==> src/rtl/fpaddsub_exec_pipe.sv <==
// Mantissa add/subtract execution stage: resolves the effective operation,
// forms the raw magnitude, sign and flags, and carries them through an elastic pipeline.
module fpaddsub_exec_pipe #(
  parameter int MANT_W  = 23,
  parameter int GUARD_W = 5,
  parameter int STAGES  = 2,
  parameter int TAG_W   = 4,
  localparam int W      = MANT_W + 1 + GUARD_W
) (
  input  logic              clk,
  input  logic              rst_n,
  input  logic              flush,
  input  logic              in_valid,
  output logic              in_ready,
  input  logic [MANT_W-1:0] mmax,
  input  logic [W-1:0]      mmin,
  input  logic              sa,
  input  logic              sb,
  input  logic              max_ab,
  input  logic              op_mode,
  input  logic [TAG_W-1:0]  tag_in,
  output logic              out_valid,
  input  logic              out_ready,
  output logic [W:0]        sum,
  output logic              psgn,
  output logic              opr,
  output logic              zero,
  output logic              borrow,
  output logic [TAG_W-1:0]  tag_out,
  output logic [2:0]        occupancy
);

  localparam int PW = W + 1 + 4 + TAG_W;

  logic [W:0]        w_a, w_b, w_add, w_dif, w_ndif, w_sum;
  logic              w_opr, w_base, w_bgt, w_psgn, w_zero, w_borrow, w_xfer;
  logic [PW-1:0]     w_pl0;
  logic [STAGES-1:0] r_v, w_adv, w_load, w_in_v;
  logic [PW-1:0]     r_pl  [STAGES];
  logic [PW-1:0]     w_src [STAGES];
  logic              r_live;
  logic [2:0]        w_occ;

  assign w_a    = {1'b0, 1'b1, mmax, {GUARD_W{1'b0}}};
  assign w_b    = {1'b0, mmin};
  assign w_add  = w_a + w_b;
  assign w_dif  = w_a - w_b;
  assign w_ndif = w_b - w_a;
  assign w_bgt  = (w_b > w_a);
  assign w_opr  = op_mode ^ sa ^ sb;
  assign w_base = max_ab ? sb : sa;

  // Result magnitude, sign and flags; a borrow is corrected by swapping the operands.
  always_comb begin
    w_sum    = w_add;
    w_psgn   = w_base;
    w_zero   = 1'b0;
    w_borrow = 1'b0;
    if (w_opr) begin
      if (w_bgt) begin
        w_sum    = w_ndif;
        w_psgn   = ~w_base;
        w_borrow = 1'b1;
      end else begin
        w_sum    = w_dif;
        w_psgn   = w_base;
        w_borrow = 1'b0;
      end
      if (w_sum == {(W+1){1'b0}}) begin
        w_zero = 1'b1;
        w_psgn = 1'b0;
      end else begin
        w_zero = 1'b0;
      end
    end else begin
      w_sum    = w_add;
      w_psgn   = w_base;
      w_zero   = 1'b0;
      w_borrow = 1'b0;
    end
  end

  assign w_pl0 = {w_sum, w_psgn, w_opr, w_zero, w_borrow, tag_in};

  // Advance chain: ready ripples combinationally from the output back to stage 1.
  always_comb begin
    w_adv = {STAGES{1'b0}};
    w_adv[STAGES-1] = r_v[STAGES-1] & out_ready;
    for (int i = STAGES - 2; i >= 0; i--) begin
      w_adv[i] = r_v[i] & (~r_v[i+1] | w_adv[i+1]);
    end
  end

  assign w_load   = ~r_v | w_adv;
  assign in_ready = r_live & w_load[0];
  assign w_xfer   = in_valid & in_ready;

  for (genvar g = 0; g < STAGES; g++) begin : g_src
    if (g == 0) begin : g_first
      assign w_src[g]  = w_pl0;
      assign w_in_v[g] = w_xfer;
    end else begin : g_next
      assign w_src[g]  = r_pl[g-1];
      assign w_in_v[g] = w_adv[g-1];
    end
  end

  // Stage valid bits and payload; flush wins over load, payload only moves with valid data.
  always_ff @(posedge clk or negedge rst_n) begin
    if (!rst_n) begin
      r_live <= 1'b0;
      r_v    <= {STAGES{1'b0}};
      for (int i = 0; i < STAGES; i++) begin
        r_pl[i] <= {PW{1'b0}};
      end
    end else begin
      r_live <= 1'b1;
      for (int i = 0; i < STAGES; i++) begin
        if (flush) begin
          r_v[i] <= 1'b0;
        end else if (w_load[i]) begin
          r_v[i] <= w_in_v[i];
        end else begin
          r_v[i] <= r_v[i];
        end
        if (!flush && w_load[i] && w_in_v[i]) begin
          r_pl[i] <= w_src[i];
        end else begin
          r_pl[i] <= r_pl[i];
        end
      end
    end
  end

  // Occupancy is the population count of the stage valid bits.
  always_comb begin
    w_occ = 3'd0;
    for (int i = 0; i < STAGES; i++) begin
      w_occ = w_occ + {2'b00, r_v[i]};
    end
  end

  assign occupancy = w_occ;
  assign out_valid = r_v[STAGES-1];
  assign {sum, psgn, opr, zero, borrow, tag_out} = r_pl[STAGES-1];

endmodule

==> config.mk <==
export PLATFORM = sky130hd
export DESIGN_NAME = fpaddsub_exec_pipe
export DESIGN_NICKNAME = d
export VERILOG_FILES = /design/src/rtl/fpaddsub_exec_pipe.sv
export SDC_FILE = /design/constraint.sdc
export NUM_CORES = 1
export LEC_CHECK = 0
export BUFFER_PORTS_ARGS = -buffer_cell sky130_fd_sc_hd__buf_2
export CAP_MARGIN = 20
export CORE_ASPECT_RATIO = 0.5
export CORE_MARGIN = 1
export CORE_UTILIZATION = 55
export DETAILED_ROUTE_END_ITERATION = 8
export PLACE_DENSITY = 0.77
export SETUP_SLACK_MARGIN = 0.2
export SYNTH_ARGS = -nofsm -noshare
export SYNTH_HDL_FRONTEND = slang
export SYNTH_SLANG_ARGS = --single-unit
==> constraint.sdc <==
create_clock -name clk -period 2.19 [get_ports clk]
set_input_delay 0.438 -clock clk [delete_from_list [all_inputs] [get_ports clk]]
set_output_delay 0.438 -clock clk [all_outputs]
set_load 0.05 [all_outputs]
==> impl_metrics.yaml, run 1 <==
sta:
  worstEpCategory: "register input"
  worst_endpoint: "r_pl[45]$_DFFE_PN0P_/D"
grt:
  grt_use_total: 1.03
  grt-ovfl-total: 1251
  grt_max_degree: 41
logic_synthesis:
  synth_edf_count: 0
  netlist_area_um2: 7560
  ys_seq_area_frac: 0.261
  synthArstFlopShare: 1.00
  synth_cells: 929
  ys_types: 74
  synth_seq_cells: 79
  synth-main-ff-cell: "dfrtp_1"
  synth_warnings: 0
  synth.avg_cell_area_um2: 8.14
  synth.net_count: 1067
die:
  rows: 29
  die_height_um: 84.9
  start_util: 0.580
  io_pins: 108
  die_w_um: 168
place:
  gp_congestion: 1.04
  dpl.cell_count: 1418
  port_buffers: 106
  dp_hpwl_mm: 23.5
clocking:
  cts_root_buf: "clkbuf_16"
  cts-hold-fix-buffers: 0
  ctsLongestPathBuffers: 2
  cts_num_sinks: 79
  numCtsBuffers: 9
  h-tree-depth: 3
outcome:
  error_line: "[ERROR GRT-0232] Routing congestion too high. Check the congestion heatmap in the GUI."
  lastStage: "5_1_grt"
  run_status: "aborted with a tool error"
## cell usage after synthesis (11+ instances only)
cell      count  area share
a21o_1       17       0.017
a21oi_1      79       0.052
buf_4        41       0.041
clkbuf_1     28       0.014
dfrtp_1      79        0.26
ha_1         71        0.12
inv_1        72       0.036
mux2_2       41       0.061
nand2_1      95       0.047
nand2b_1     11      0.0091
nand3_1      19       0.013
nor2_1       55       0.027
nor3_1       24       0.016
o21ai_0      65       0.043
o21bai_1     12       0.012
xnor2_1      36       0.042
## timing repair
action	CTS
gates resized for setup	197
endpoints found under the hold margin	0
buffers inserted	29
pin swaps	68
endpoints found under the setup margin	34
## kinds of logic after synthesis
| group | after synthesis | synth area share |
|---|---|---|
| buffers and inverters | 156 | 0.100 |
| DFF | 79 | 0.261 |
| muxes | 44 | 0.0650 |
| xor gates and xnor gates | 46 | 0.0533 |
| other | 2 | 0.000993 |
| and+or+nand+nor | 267 | 0.174 |
| adders and majority gates | 73 | 0.123 |
| AOI/OAI and AO/OA | 262 | 0.222 |
## per-stage QoR
stage	hold slack (ps)	area, um^2	setup WS [ps]	utilization
after floorplan	142	7830	-1160	-
after global placement	431	10300	-1470	0.791
after detailed placement	440	10300	-1560	0.791
after CTS	82.4	11700	-1010	0.900
## metal layers
layer | GRT overflow | track usage
met1 | 30 | 0.924
met2 | 867 | 1.31
met3 | 46 | 0.852
met4 | 303 | 1.17
met5 | 5 | 0.572
==> run 2: changes to the inputs <==
--- a/config.mk
+++ b/config.mk
@@ -7,12 +7,10 @@
 export LEC_CHECK = 0
 export BUFFER_PORTS_ARGS = -buffer_cell sky130_fd_sc_hd__buf_2
 export CAP_MARGIN = 20
-export CORE_ASPECT_RATIO = 0.5
 export CORE_MARGIN = 1
-export CORE_UTILIZATION = 55
+export CORE_UTILIZATION = 40
 export DETAILED_ROUTE_END_ITERATION = 8
-export PLACE_DENSITY = 0.77
-export SETUP_SLACK_MARGIN = 0.2
+export PLACE_DENSITY_LB_ADDON = 0.15
 export SYNTH_ARGS = -nofsm -noshare
 export SYNTH_HDL_FRONTEND = slang
 export SYNTH_SLANG_ARGS = --single-unit
==> run 2 against run 1 <==
Net effect: the flow now finishes, with violations (negative setup slack); synthesized area unchanged; synthesized cell count did not move.
==> impl_metrics.yaml, run 2 <==
outcome:
  violations: "negative setup slack"
  run_status: "complete, but fails checks"
logic_synthesis:
  synth-main-ff-cell: "dfrtp_1"
  synth_warnings: 0
  synthArstFlopShare: 1.00
  synth.net_count: 1067
  ys_seq_area_frac: 0.261
  synth.most_common_cell: "nand2_1"
  synth_cells: 929
  yosys.area.top_type_share: 0.261
  synth_top_area_cell: "dfrtp_1"
  synth.avg_cell_area_um2: 8.14
  yosys-top-cells-count: "nand2_1, a21oi_1, dfrtp_1"
  ys_types: 74
  netlist_area_um2: 7560
  synth_seq_cells: 79
  synth_edf_count: 0
  synth.area.top_cells: "dfrtp_1, ha_1, mux2_2"
power:
  power_density_nw_per_um2: 694
  vdd_drop_max_uv: 373
  clock_power_share: 0.189
  power.internal_uw: 4760
  p_sw_frac: 0.418
  comb_power_share: 0.551
  p_sw_uw: 3430
  seqPwrFrac: 0.260
  cellLeakagePower_uw: 0.00574
finish:
  diodes: 0
  multi_input_area_um2: 5770
  synthToLayoutAreaGrowth_pct: 56.0
  mostFrequentLayoutCell: "buf_4"
  largest_register: "r_pl"
  finish.instance_area_um2: 11800
  seqCellArea_um2: 1980
  final_util: 0.646
  drive_above_1_share: 0.477
  fillers: 1553
  final_cell_mix: "buf_4, nand2_1, buf_2"
  largest_reg_flops: 38
  finalNetCount: 1405
detailed_routing:
  drc: 0
  dr.pass1.iters: 9
  ant_nets: 0
  wl_mm: 25.3
  vias: 7965
  drt-vias-per-instance: 5.31
  wl_per_cell_um: 16.9
  drt-initial-drc-count: 453
clocking:
  clk_latency_ps: 330
  numCtsBuffers: 9
  cts_num_sinks: 79
  cts_root_buf: "clkbuf_16"
  ctsLongestPathBuffers: 2
  h-tree-depth: 3
  clk_pin_slew_worst_paths_ps: 60
  tritoncts: "yes"
worst_setup_path:
  slowest_delay_ps: 580
  worstPathArrival_ps: 3560
  r2r_end: "r_pl[45]"
  crit_type: "input port to register"
  start_kind: "input port"
  worst_setup_path_end_kind: "register"
  cpMostUsedCell: "nand4_1"
  cp.buffers_inverters: 2
  reg2regPathDepth: 9
  cp_slowest_cell: "or4_4"
  r2r_start: "r_v[1]"
  worstPathMaxFanout: 5
  critPathTopFamily: "simple AND/OR/NAND/NOR gates"
  path_cells: "buf_8, inv_8, ha_4, nand4_1, or4_1, o311a_1, and3_4, or4_4, nand3_1, nand4_1, nor4b_2, and4bb_1, a31oi_1"
  r2r_slack_ps: -70
  worstPathRequired_ps: 2380
sta:
  tightest_slew_ps: 546
  fmax_mhz: 297
  period_share: 1.54
  worst_slack_ps: -1170
  finClkSkew_ps: 3.32
  finalSetupViolCount: 32
  finalCriticalPeriod_ps: 3360
  slew-limit-headroom: 0.633
  hold_viol_final: 0
  fin_setup_tns_ps: -24170
  rsz0062_at_grt: "yes"
  drv_slew: 0
die:
  design.core.area_um2: 18300
  die_w_um: 139
  rows: 49
  die_height_um: 139
  io_pins: 108
  dieArea_um2: 19500
  start_util: 0.414
place:
  gp_congestion: 0.963
  port_buffers: 106
  place_area_um2: 10200
  dp_hpwl_mm: 19.5
grt:
  grt-ovfl-total: 0
  grt_max_degree: 53
  grt_pass1_wl_mm: 40.1
  grt_use_total: 0.259
  grt_pass1_vias: 7684
  antenna_found_initial: 0
min_path:
  holdCritPathClass: "input port to asynchronous set/reset pin"
run:
  cap_viol_max_count: 0
run 2: cell counts after synthesis:
No cell type changed its count.
run 2: worst max-delay path by stage:
| stage | start | end | slack (ps) | cells past startpoint |
|---|---|---|---|---|
| 5_1_grt | mmax[18] | r_pl[43] | -1240 | 13 |
| 4_1_cts | mmax[18] | r_pl[43] | -1060 | 14 |
| 6_report | mmax[18] | r_pl[45] | -1170 | 13 |
| 3_5_place_dp | mmax[2] | r_pl[43] | -1610 | 15 |
| 3_3_place_gp | mmax[2] | r_pl[43] | -1660 | 15 |
| 2_1_floorplan | mmax[18] | r_pl[43] | -1160 | 14 |
run 2: through the flow:
step	cells	hold slack [ps]	total power (uW)	worst slack [ps]
5_1_grt	1500	50.7	8610	-1240
6_report	1500	27.3	8190	-1170
3_3_place_gp	1453	380	6040	-1660
4_1_cts	1484	30.5	7960	-1060
2_1_floorplan	929	142	4960	-1160
3_5_place_dp	1453	381	6090	-1610
run 2: layout make-up:
class	instances	share of cell area
tap	229	0.0243
clock buffer	11	0.0206
timing repair buffer	410	0.266
multi-input combinational	694	0.490
sequential	79	0.168
inverter	73	0.0263
clock inverter	4	0.00594
run 2: power by group through the flow:
stage | combinational [uW] | clock [uW] | sequential (uW)
CTS | 4250 | 1580 | 2130
global route | 4790 | 1630 | 2190
finish | 4510 | 1550 | 2130
global placement | 3910 | 0 | 2130
detailed placement | 3940 | 0 | 2150
floorplan | 2830 | 0 | 2130
run 2: kinds of logic (layout without fill, tap and decap cells):
group / count (synthesis) / after routing / synth area share
other: 2 / 2 / 0.000993
flip-flops: 79 / 79 / 0.261
multiplexers: 44 / 44 / 0.0650
AO/OA/AOI/OAI: 262 / 262 / 0.222
XOR/XNOR: 46 / 46 / 0.0533
AND/OR/NAND/NOR: 267 / 267 / 0.174
adder cells (fa/ha/maj): 73 / 73 / 0.123
buffers and inverters: 156 / 498 / 0.100
run 2: per-layer routing:
layer / wire (um) / GRT usage / vias to the layer above
met5: 0 / 0 / -
met4: 760 / 0.0871 / 0
met3: 1470 / 0.0344 / 40
met2: 11400 / 0.412 / 294
met1: 11600 / 0.361 / 3716
li1: - / - / 3915
run 2: repair_timing:
action                                  in CTS  in global routing
endpoints found under the setup margin      32                 32
cloned                                       1                  0
pin swaps                                   49                 55
resized for setup                          151                 87
hold buffers                                 0                  0
setup buffers                               16                 20
No activity file was read; power rests on OpenSTA's default activity.
==> run 3: changes to the inputs <==
==> constraint.sdc (replaced) <==
create_clock -name clk -period 3.64 [get_ports clk]
set_input_delay 0.728 -clock clk [delete_from_list [all_inputs] [get_ports clk]]
set_output_delay 0.728 -clock clk [all_outputs]
set_load 0.05 [all_outputs]
==> run 3 against run 2 <==
Net effect: the run now ends clean; worst hold slack gained 450 ps; sequential power shrank 40%; via count shrank 4.2%; non-clock buffer count is 79 lower; register-to-register slack better by 1400 ps; die area stayed put; global-route usage is 1.7 points lower; clock skew is 2.2 ps higher; sequential cell count unchanged; largest cell class unchanged; first-iteration DRC count grew 7.9%; clock-buffer cell count is the same.
==> impl_metrics.yaml, run 3 (same netlist as run 2, synthesis figures left out) <==
outcome:
  run_status: "complete, no violations"
clocking:
  numCtsBuffers: 9
  tritoncts: "yes"
  clk_pin_slew_worst_paths_ps: 50
  ctsLongestPathBuffers: 2
  h-tree-depth: 3
  cts_root_buf: "clkbuf_16"
  cts_num_sinks: 79
  cts-hold-fix-buffers: 0
  clk_latency_ps: 320
detailed_routing:
  wl_met2_mm: 10.5
  met1_length_mm: 11.3
  wl_per_cell_um: 16.8
  top_layer: "met4"
  wl_met3_mm: 1.31
  vias: 7634
  drt-initial-drc-count: 489
  drc: 0
  dr.pass1.iters: 5
  wl_mm: 23.8
  drt-vias-per-instance: 5.38
  ant_nets: 0
worst_setup_path:
  cp.buffers_inverters: 3
  cp_slowest_cell: "or4_1"
  cpMostUsedCell: "buf_6"
  r2r_end: "r_pl[43]"
  worstPathRequired_ps: 3850
  worst_setup_path_end_kind: "register"
  crit_type: "input port to register"
  crit_path_end: "r_pl[43]"
  r2r_slack_ps: 1320
  slowest_delay_ps: 530
  startpoint: "mmax[4]"
  start_kind: "input port"
  crit_cells: 14
  critPathTopFamily: "simple AND/OR/NAND/NOR gates"
  r2r_start: "r_v[1]"
  worstPathMaxFanout: 5
  reg2regPathDepth: 8
  worstPathArrival_ps: 3810
  path_cells: "buf_6, inv_4, ha_4, nand4_4, or4_1, o311a_1, and3_4, buf_6, a2111o_1, and3_1, o211ai_1, nor4_4, and4bb_1, a32o_1"
min_path:
  min_from: "r_pl[59]"
  holdCritPathClass: "register to register"
place:
  dp_hpwl_mm: 19.2
  port_buffers: 106
  gp_congestion: 0.927
  post-place-ws_ps: -543
sta:
  finalCriticalPeriod_ps: 3600
  fmax_mhz: 278
  finalSetupViolCount: 0
  worst_slack_ps: 40.8
  drv_slew: 0
  hold_viol_final: 0
  tightest_slew_ps: 987
  period_share: 0.989
  rsz0062_at_grt: "yes"
  finClkSkew_ps: 5.48
  slew-limit-headroom: 0.342
finish:
  mostFrequentLayoutCell: "buf_4"
  synthToLayoutAreaGrowth_pct: 37.5
  diodes: 0
  final_cell_mix: "buf_4, nand2_1, buf_2"
  largest_reg_flops: 38
  largest_register: "r_pl"
  finalNetCount: 1327
  drive_above_1_share: 0.384
die:
  rows: 49
  die_height_um: 139
  die_w_um: 139
  start_util: 0.414
  io_pins: 108
  dieArea_um2: 19500
  design.core.area_um2: 18300
grt:
  grt_pass1_wl_mm: 37.4
  grt_max_degree: 80
  grt-ovfl-total: 0
  grt_pass1_vias: 7042
  antenna_found_initial: 0
  grt_use_total: 0.242
power:
  cellLeakagePower_uw: 0.00513
  power_density_nw_per_um2: 426
  vdd_drop_max_uv: 234
  total_power_uw: 4430
run:
  cap_viol_max_count: 0
-- run 3: cell types whose count changed in the layout (fill, tap and decap cells not counted), moves of 5 or more --
| cell | change |
|---|---|
| a21oi_2 | -12 |
| a21oi_1 | +15 |
| o31ai_1 | +5 |
| buf_12 | -6 |
| buf_4 | -57 |
| xnor2_2 | -11 |
| o21ai_0 | +36 |
| xnor2_1 | +12 |
| nor2_4 | -6 |
| buf_6 | -13 |
| o21ai_1 | -31 |
-- run 3: worst register-to-register path, delay by kind of cell, from the launching register on --
family | cells | cell delay, ps
DFF | 1 | 380
AOI/OAI and AO/OA | 2 | 390
and+or+nand+nor | 6 | 1470
-- run 3: worst min path at each step --
| stage | to | slack, ps | cells past startpoint |
|---|---|---|---|
| floorplan | borrow | 430 | 0 |
| global placement | r_pl[63] | 450 | 2 |
| detailed placement | r_pl[40] | 460 | 2 |
| CTS | r_pl[40] | 470 | 2 |
| global route | r_pl[69] | 490 | 2 |
| finish | r_pl[59] | 470 | 2 |
-- run 3: layout make-up --
| type | count | area (um^2) |
|---|---|---|
| fill | 1738 | 7880 |
| multi-input combinational | 695 | 5210 |
| timing repair buffer | 331 | 2380 |
| sequential | 79 | 1980 |
| tap | 229 | 287 |
| inverter | 73 | 284 |
| clock buffer | 11 | 243 |
| clock inverter | 2 | 10.0 |
-- run 3: through the flow --
step | std cells | hold slack (ps) | utilization | setup TNS [ps] | instance area, um^2
5_1_grt | 1420 | 493 | 0.569 | -76.5 | 10400
6_report | 1420 | 474 | 0.569 | 0 | 10400
2_1_floorplan | 929 | 432 | - | -65.6 | 7590
3_5_place_dp | 1402 | 461 | 0.525 | -3220 | 9590
4_1_cts | 1415 | 475 | 0.541 | 0 | 9890
3_3_place_gp | 1402 | 454 | 0.525 | -2120 | 9590
-- run 3: what timing repair did --
item	in CTS	in global routing
setup endpoints to repair	3	8
setup buffers	0	3
resized for setup	8	103
hold endpoints to repair	0	0
pin swaps	4	19
cloned	0	2
-- run 3: metal layers --
layer,track usage,vias up
met5,0,-
met1,0.348,3562
met3,0.0279,44
li1,-,3757
met4,0.0836,0
met2,0.375,271
-- run 3: power breakdown --
part | switching, uW | total [uW] | internal, uW
clock network | 309 | 774 | 466
registers | 135 | 1280 | 1140
logic | 1470 | 2380 | 912
